### src/rtl/tri_job_arbiter_pkg.sv
// Shared definitions for the triangle job arbiter: FSM state encoding and the
// layout of one packed triangle word {x1,y1,x2,y2,x3,y3}.
package tri_job_arbiter_pkg;

  localparam int unsigned DEF_COORD_W = 3;
  localparam int unsigned VTX_FIELDS  = 6;

  // Field index within the triangle word; multiply by COORD_W for the LSB.
  localparam int unsigned X1_F = 5;
  localparam int unsigned Y1_F = 4;
  localparam int unsigned X2_F = 3;
  localparam int unsigned Y2_F = 2;
  localparam int unsigned X3_F = 1;
  localparam int unsigned Y3_F = 0;

  typedef enum logic [6:0] {
    ST_IDLE      = 7'b0000001,
    ST_SEND1     = 7'b0000010,
    ST_SEND2     = 7'b0000100,
    ST_SEND3     = 7'b0001000,
    ST_WAIT_BUSY = 7'b0010000,
    ST_WAIT_DONE = 7'b0100000,
    ST_DONE      = 7'b1000000
  } state_e;

endpackage

### src/rtl/tri_job_arbiter_rr_arbiter.sv
// Round-robin requester select: first requesting index after last_i, wrapping.
module rr_arbiter #(
  parameter int unsigned N_REQ = 2,
  parameter int unsigned PTR_W = 1
) (
  input  logic [N_REQ-1:0] req_i,
  input  logic [PTR_W-1:0] last_i,
  output logic [N_REQ-1:0] sel_o,
  output logic             valid_o
);

  // Two passes: indices above the pointer first, then wrap to the low ones.
  always_comb begin
    sel_o   = '0;
    valid_o = 1'b0;
    for (int unsigned i = 0; i < N_REQ; i++) begin
      if (!valid_o && req_i[i] && (i > 32'(last_i))) begin
        sel_o[i] = 1'b1;
        valid_o  = 1'b1;
      end
    end
    for (int unsigned i = 0; i < N_REQ; i++) begin
      if (!valid_o && req_i[i] && (i <= 32'(last_i))) begin
        sel_o[i] = 1'b1;
        valid_o  = 1'b1;
      end
    end
  end

endmodule

### src/rtl/tri_job_arbiter.sv
// Shares one triangle engine between N_REQ sources: round-robin pick, latch the
// triangle, stream three vertices, wait out the engine's busy, report done.
module tri_job_arbiter
  import tri_job_arbiter_pkg::*;
#(
  parameter int unsigned N_REQ        = 2,
  parameter int unsigned COORD_W      = DEF_COORD_W,
  parameter int unsigned BUSY_TIMEOUT = 8,
  parameter int unsigned CNT_W        = 8
) (
  input  logic                            clk,
  input  logic                            reset,
  input  logic [N_REQ-1:0]                req,
  input  logic [N_REQ*VTX_FIELDS*COORD_W-1:0] vtx,
  output logic [N_REQ-1:0]                gnt,
  output logic [N_REQ-1:0]                done,
  input  logic                            busy,
  output logic                            nt,
  output logic [COORD_W-1:0]              xo,
  output logic [COORD_W-1:0]              yo,
  output logic [CNT_W-1:0]                tri_count
);

  localparam int unsigned TRI_W = VTX_FIELDS * COORD_W;
  localparam int unsigned PTR_W = (N_REQ > 1) ? $clog2(N_REQ) : 1;
  localparam int unsigned TO_W  = $clog2(BUSY_TIMEOUT + 1);

  state_e             state_q;
  logic [TRI_W-1:0]   tri_q;
  logic [PTR_W-1:0]   owner_q;
  logic [PTR_W-1:0]   last_q;
  logic [TO_W-1:0]    to_cnt_q;
  logic [N_REQ-1:0]   gnt_q;
  logic [N_REQ-1:0]   done_q;
  logic               nt_q;
  logic [COORD_W-1:0] xo_q;
  logic [COORD_W-1:0] yo_q;
  logic [CNT_W-1:0]   cnt_q;

  logic [N_REQ-1:0]   arb_sel;
  logic               arb_valid;
  logic [TRI_W-1:0]   tri_d;
  logic [PTR_W-1:0]   owner_d;
  logic [N_REQ-1:0]   owner_oh;

  rr_arbiter #(
    .N_REQ (N_REQ),
    .PTR_W (PTR_W)
  ) u_rr (
    .req_i   (req),
    .last_i  (last_q),
    .sel_o   (arb_sel),
    .valid_o (arb_valid)
  );

  // Decode the arbiter's one-hot pick into an index and its triangle word.
  always_comb begin
    tri_d   = '0;
    owner_d = '0;
    for (int unsigned i = 0; i < N_REQ; i++) begin
      if (arb_sel[i]) begin
        tri_d   = vtx[i*TRI_W +: TRI_W];
        owner_d = PTR_W'(i);
      end
    end
  end

  // One-hot form of the current job owner for the done pulse.
  always_comb begin
    owner_oh = '0;
    for (int unsigned i = 0; i < N_REQ; i++) begin
      owner_oh[i] = (owner_q == PTR_W'(i));
    end
  end

  // Job FSM; every output is registered on entry to the state that shows it.
  always_ff @(posedge clk) begin
    if (!reset) begin
      state_q  <= ST_IDLE;
      tri_q    <= '0;
      owner_q  <= '0;
      last_q   <= PTR_W'(N_REQ - 1);
      to_cnt_q <= '0;
      gnt_q    <= '0;
      done_q   <= '0;
      nt_q     <= 1'b0;
      xo_q     <= '0;
      yo_q     <= '0;
      cnt_q    <= '0;
    end else begin
      gnt_q  <= '0;
      done_q <= '0;
      nt_q   <= 1'b0;
      xo_q   <= '0;
      yo_q   <= '0;
      unique case (state_q)
        ST_IDLE: begin
          if (!busy && arb_valid) begin
            tri_q   <= tri_d;
            owner_q <= owner_d;
            gnt_q   <= arb_sel;
            nt_q    <= 1'b1;
            xo_q    <= tri_d[X1_F*COORD_W +: COORD_W];
            yo_q    <= tri_d[Y1_F*COORD_W +: COORD_W];
            state_q <= ST_SEND1;
          end
        end
        ST_SEND1: begin
          xo_q    <= tri_q[X2_F*COORD_W +: COORD_W];
          yo_q    <= tri_q[Y2_F*COORD_W +: COORD_W];
          state_q <= ST_SEND2;
        end
        ST_SEND2: begin
          xo_q    <= tri_q[X3_F*COORD_W +: COORD_W];
          yo_q    <= tri_q[Y3_F*COORD_W +: COORD_W];
          state_q <= ST_SEND3;
        end
        ST_SEND3: begin
          to_cnt_q <= '0;
          state_q  <= ST_WAIT_BUSY;
        end
        ST_WAIT_BUSY: begin
          if (busy) begin
            state_q <= ST_WAIT_DONE;
          end else if (to_cnt_q == TO_W'(BUSY_TIMEOUT - 1)) begin
            done_q  <= owner_oh;
            cnt_q   <= cnt_q + CNT_W'(1);
            state_q <= ST_DONE;
          end else begin
            to_cnt_q <= to_cnt_q + TO_W'(1);
          end
        end
        ST_WAIT_DONE: begin
          if (!busy) begin
            done_q  <= owner_oh;
            cnt_q   <= cnt_q + CNT_W'(1);
            state_q <= ST_DONE;
          end
        end
        ST_DONE: begin
          last_q  <= owner_q;
          state_q <= ST_IDLE;
        end
        default: state_q <= ST_IDLE;
      endcase
    end
  end

  assign gnt       = gnt_q;
  assign done      = done_q;
  assign nt        = nt_q;
  assign xo        = xo_q;
  assign yo        = yo_q;
  assign tri_count = cnt_q;

endmodule

### config.mk
export PLATFORM = sky130hd
export DESIGN_NAME = tri_job_arbiter
export DESIGN_NICKNAME = d
export VERILOG_FILES = /design/src/rtl/tri_job_arbiter_pkg.sv /design/src/rtl/tri_job_arbiter_rr_arbiter.sv /design/src/rtl/tri_job_arbiter.sv
export SDC_FILE = /design/constraint.sdc
export NUM_CORES = 1
export LEC_CHECK = 0
export CORE_MARGIN = 1.5
export CORE_UTILIZATION = 51
export DETAILED_ROUTE_END_ITERATION = 6
export GPL_ROUTABILITY_DRIVEN = 0
export GPL_TIMING_DRIVEN = 0
export PLACE_DENSITY = 0.85
export SLEW_MARGIN = 5
export SYNTH_ARGS = -nofsm -noshare
export SYNTH_HDL_FRONTEND = slang
export SYNTH_SLANG_ARGS = --single-unit
### constraint.sdc
create_clock -name clk -period 3.38 [get_ports clk]
set_input_delay 0.507 -clock clk [delete_from_list [all_inputs] [get_ports clk]]
set_output_delay 0.507 -clock clk [all_outputs]
set_load 0.1 [all_outputs]
Word level (Yosys, flattened, before mapping)

Index checks and enable logic that the tools add are counted.

Register bits: 44
Bits of input ports: 41
Output and inout port bits: 19
Logic and storage cells: 75

Add/sub/neg operators: 2
Magnitude comparators: 2
Eq/ne operators: 14
Muxes and demuxes: 29
Bitwise gates (word level): 1
Reductions and logical operators: 16

Operators by type and width:

| kind                                          | number |
|---|---|
| one-hot mux 7 bit (6 select lines)            | 1 |
| 2-to-1 mux 18 bit                             | 2 |
| 2-to-1 mux 7 bit                              | 4 |
| 2-to-1 mux 8 bit                              | 3 |
| one-hot mux 3 bit (3 select lines)            | 2 |
| one-hot mux 8 bit (2 select lines)            | 1 |
| != test 2 bit, second input constant          | 5 |
| AND reduction 3 bit                           | 3 |
| adder 8 x 1 -> 8 bit, second input constant   | 1 |
| 2-to-1 mux 4 bit                              | 2 |
| one-hot mux 4 bit (2 select lines)            | 1 |
| == test 7 x 1 -> 1 bit, second input constant | 1 |
| == test 7 x 2 -> 1 bit, second input constant | 1 |
| == test 7 x 3 -> 1 bit, second input constant | 1 |
| == test 7 x 4 -> 1 bit, second input constant | 1 |
| == test 7 x 5 -> 1 bit, second input constant | 1 |
| == test 7 x 6 -> 1 bit, second input constant | 1 |
| == test 7 bit, second input constant          | 1 |
| 2-to-1 mux 1 bit                              | 7 |
| 2-to-1 mux 2 bit                              | 3 |
| 2-to-1 mux 3 bit                              | 2 |
| logical AND 1 bit                             | 5 |
| adder 4 x 1 -> 4 bit, second input constant   | 1 |
| == test 4 x 3 -> 1 bit, second input constant | 1 |
| other kinds (9)                               | 13 |

Logic depth before layout (Yosys ltp)

Depth after elaboration: 13
Depth in mapped cells: 7
Depth with buffers taken out: 5

Cells and area by module

A second synthesis with hierarchy kept.

Cells, all modules: 236
Area total of the unflattened synthesis: 2164.6 um2

Modules (own cells, without submodules):

| module          | times used | cells an instance | area each (um2) | sequential area each (um2) |
|---|---|---|---|---|
| tri_job_arbiter | 1          | 232               | 2139.6          | 880.8 |
| rr_arbiter      | 1          | 4                 | 25.0            | 0.0 |

Least setup slack after synthesis

Ideal clock, no wire load.

Kind: reg-to-reg
From: reg cnt_q[0], in the netlist tri_count[0]
To: reg cnt_q[5], in the netlist tri_count[5]
Library setup time: 0.071 ns
Arrival time: 2.077 ns
Required time: 3.309 ns
Path slack: 1.232 ns
Stages on the path, launching flop included: 5
Path buffers: 0
Clock period less this slack: 2.148 ns
Cells stage by stage: dfxtp_1 nand2_1 or4_1 or3_1 a21oi_1

Longest elaborated chain between the ends: 4
Elaborated cells between the ends (all ways): 5
Classes of those cells: 1 x add/sub; 4 x mux

Ends and longest elaborated chain:

| what                                 | RTL line                                       | text |
|---|---|---|
| start, declared                      | tri_job_arbiter.sv:38                          | `logic [CNT_W-1:0] cnt_q;` |
| start signal, assigned               | tri_job_arbiter.sv:127                         | `cnt_q <= cnt_q + CNT_W'(1);` |
| start signal, assigned               | tri_job_arbiter.sv:136                         | `cnt_q <= cnt_q + CNT_W'(1);` |
| adder 8 x 1 -> 8 bit *               | tri_job_arbiter.sv:127, tri_job_arbiter.sv:136 |  |
| 2-to-1 mux 8 bit                     | tri_job_arbiter.sv:125                         | `end else if (to_cnt_q == TO_W'(BUSY_TIMEOUT - 1)) begin` |
| 2-to-1 mux 8 bit                     | tri_job_arbiter.sv:123                         | `if (busy) begin` |
| one-hot mux 8 bit (2 select lines) * | tri_job_arbiter.sv:96                          | `unique case (state_q)` |

Mark *: on every way between the ends. The rest lies on a longest branch, timed or not. The select of a mux whose other input is x is not followed.
A chain may end at the register's enable or synchronous reset.

Final worst setup path

From: reg cnt_q[2], in the netlist tri_count[2]
To: out tri_count[2]

RTL lines:

| what          | RTL line              | text |
|---|---|---|
| end, declared | tri_job_arbiter.sv:21 | `output logic [CNT_W-1:0] tri_count` |

No word-level cell between the ends.

==> results.yml <==
status:
  status: "finished clean"
sta:
  finalCritPeriodShare: 0.719
  whs_ns: 0.472
  hold_viol_final: 0
  drv_slew: 0
  relSlewSlack: 0.343
  fin_skew_ns: 0.0112
  rsz0062_at_grt: "false"
  tns_ns: 0
  min_period_ns: 2.43
  worst_pin_slew_ns: 0.983
  max_clock_freq_mhz: 411
  setup_viol: 0
  setup_slack_ns: 0.949
yosys:
  avgSynthCellArea_um2: 8.76
  synth_common_cells: "dfxtp_1, nor2_1, clkbuf_1, nor3_1, nand2_1"
  synth_xor_area_frac: 0.00417
  yosysTopAreaCellShare: 0.419
  synth-edff-count: 0
  synth.distinct_cells: 50
  synth.most_common_cell: "dfxtp_1"
  dominantRegCellSynth: "dfxtp_1"
  yosysSeqAreaShare: 0.419
  netlist_instances: 240
  synth_top_area_cell: "dfxtp_1"
  ys_ff_latch: 44
  synthSimpleGateAreaFrac: 0.290
  synth_top_family_by_area: "simple AND/OR/NAND/NOR gates"
  ys_top_cells_by_area: "dfxtp_1, a221oi_1, nor2_1"
  synth_fa_ha_area_frac: 0.0167
  synth_warnings: 0
  synth_area_um2: 2100
  syn_nets: 283
  async_flop_share: 0
  synth-compound-area-share: 0.199
  synthMuxAreaShare: 0.0238
global_routing:
  grt_pass1_wl_um: 8510
  antenna_found_initial: 0
  grt_pass1_vias: 1839
  grt_overflow: 0
  grt_max_degree: 14
  grt_use_total: 0.246
critical_path:
  max_stage_delay_ns: 1.18
  reg2reg_from: "state_q[4]"
  crit_start: "tri_count[2]"
  endpoint_kind: "output port"
  cp.depth: 1
  startpoint_type: "register"
  reg2reg_depth: 6
  crit_family: "buffers and inverters"
  worst_path_max_delay_cell: "clkdlybuf4s50_1"
  r2r-end: "tri_q[6]"
  cp_max_fo: 8
  crit_required_ns: 2.87
  critPathBufInv: 1
  critPathKind: "reg2out"
  crit_chain: "clkdlybuf4s50_1"
  crit_path_end: "tri_count[2]"
  r2r_setup_slack_ns: 1.20
  critical_path_arrival_ns: 1.92
clock_tree:
  postCtsSetupRepairBufs: 0
  h-tree-depth: 2
  postCtsHoldBufs: 0
  cts_buffers: 5
  postCtsResizedCells: 0
  clkTransAtPathRegs_ns: 0.08
  cts_tree: "done"
  cts-root-buf: "clkbuf_8"
  clock_sinks: 44
  cts_max_path_buffers: 2
  clkLatencyLatePin_ns: 0.29
floorplan:
  dieWidth_um: 67.2
  io_pins: 60
  die_area_um2: 4520
  core-area_um2: 3970
  start_util: 0.529
  die_h_um: 67.2
  num_rows: 23
detailed_routing:
  drt-wirelength-per-cell_um: 14.5
  antenna_left: 0
  drtPass1Iterations: 4
  drcViolationCount: 0
  wl_um: 5140
  vias: 2073
  initialDrtViolationCount: 256
  via_per_inst: 5.84
power:
  leakagePower_nw: 0.965
  ir_drop_v: 0.000257
  power_density_nw_per_um2: 388
  fin_total_pwr_mw: 1.10
finish:
  drive_gt1_frac: 0.0590
  num-nets-final: 347
  syn2layout_area_growth_pct: 34.6
  utilization: 0.712
  antenna_cells: 0
placed_design:
  pre_cts_slack_ns: 0.769
  dp_hpwl_um: 3770
  io_buffers: 57
min_path:
  hp-class: "reg2reg"
flow_run:
  maxCapViolCount: 0
[metrics by stage]
stage	std cells	cell area, µm²
2_1_floorplan	240	2100
3_3_place_gp	347	2740
3_5_place_dp	347	2740
4_1_cts	355	2830
5_1_grt	355	2830
6_report	355	2830
[layout make-up]
type	instances	area [µm²]
fillers	314	1140
multi-input cells	174	1120
flip-flops and latches	44	881
repair buffers	57	571
plain buffers	20	91.3
clock buffers	7	86.3
well taps	50	62.6
clock inverters	1	7.51
inverters	2	7.51
[placed cells by master, fill, tap and decap left out, types with 7 or more instances in the layout]
master           instances
a221oi_1                12
nor2_1                  21
o21ai_0                 10
nor3_1                  14
and2_1                   7
nand2b_1                 8
nand2_1                 13
clkbuf_1                16
a21oi_1                  8
clkdlybuf4s50_1         57
dfxtp_1                 44
[registers in the layout, summed over array words and instances (netlist names)]
signal and cells:
state_q 7, last_q 1, yo 3, to_cnt_q 4
tri_q 12, nt 1, done 2, xo 3
gnt 2, owner_q 1, tri_count 8
[cells by family (layout without fill, tap and decap cells)]
| family | count (synthesis) | after routing |
|---|---|---|
| and+or+nand+nor | 106 | 106 |
| AOI/OAI and AO/OA | 59 | 59 |
| DFF | 44 | 44 |
| buffers and inverters | 22 | 87 |
| muxes | 5 | 5 |
| adders and majority gates | 3 | 3 |
| xor gates and xnor gates | 1 | 1 |
[metal layers]
metal  vias up  part of all wire  track usage
met3         9             0.038       0.0467
met1       974              0.46        0.349
met2        53              0.48        0.370
li1       1037                 -            -
met5         -                 0            0
met4         0             0.017       0.0944
[power breakdown]
group	switching (mW)	internal [mW]
Combinational	0.117	0.0901
Clock	0.172	0.166
Sequential	0.0120	0.540
[worst min path at each step]
stage / from / endpoint / slack [ns] / cells after the start
final: tri_count[7] / tri_count[7] / 0.47 / 2
after global routing: tri_count[7] / tri_count[7] / 0.51 / 2
after CTS: tri_count[7] / tri_count[7] / 0.47 / 2
after detailed placement: tri_count[7] / tri_count[7] / 0.46 / 2
after global placement: tri_count[7] / tri_count[7] / 0.46 / 2
after floorplan: owner_q / done[0] / 0.44 / 1
(Power assumes the default switching activity.)
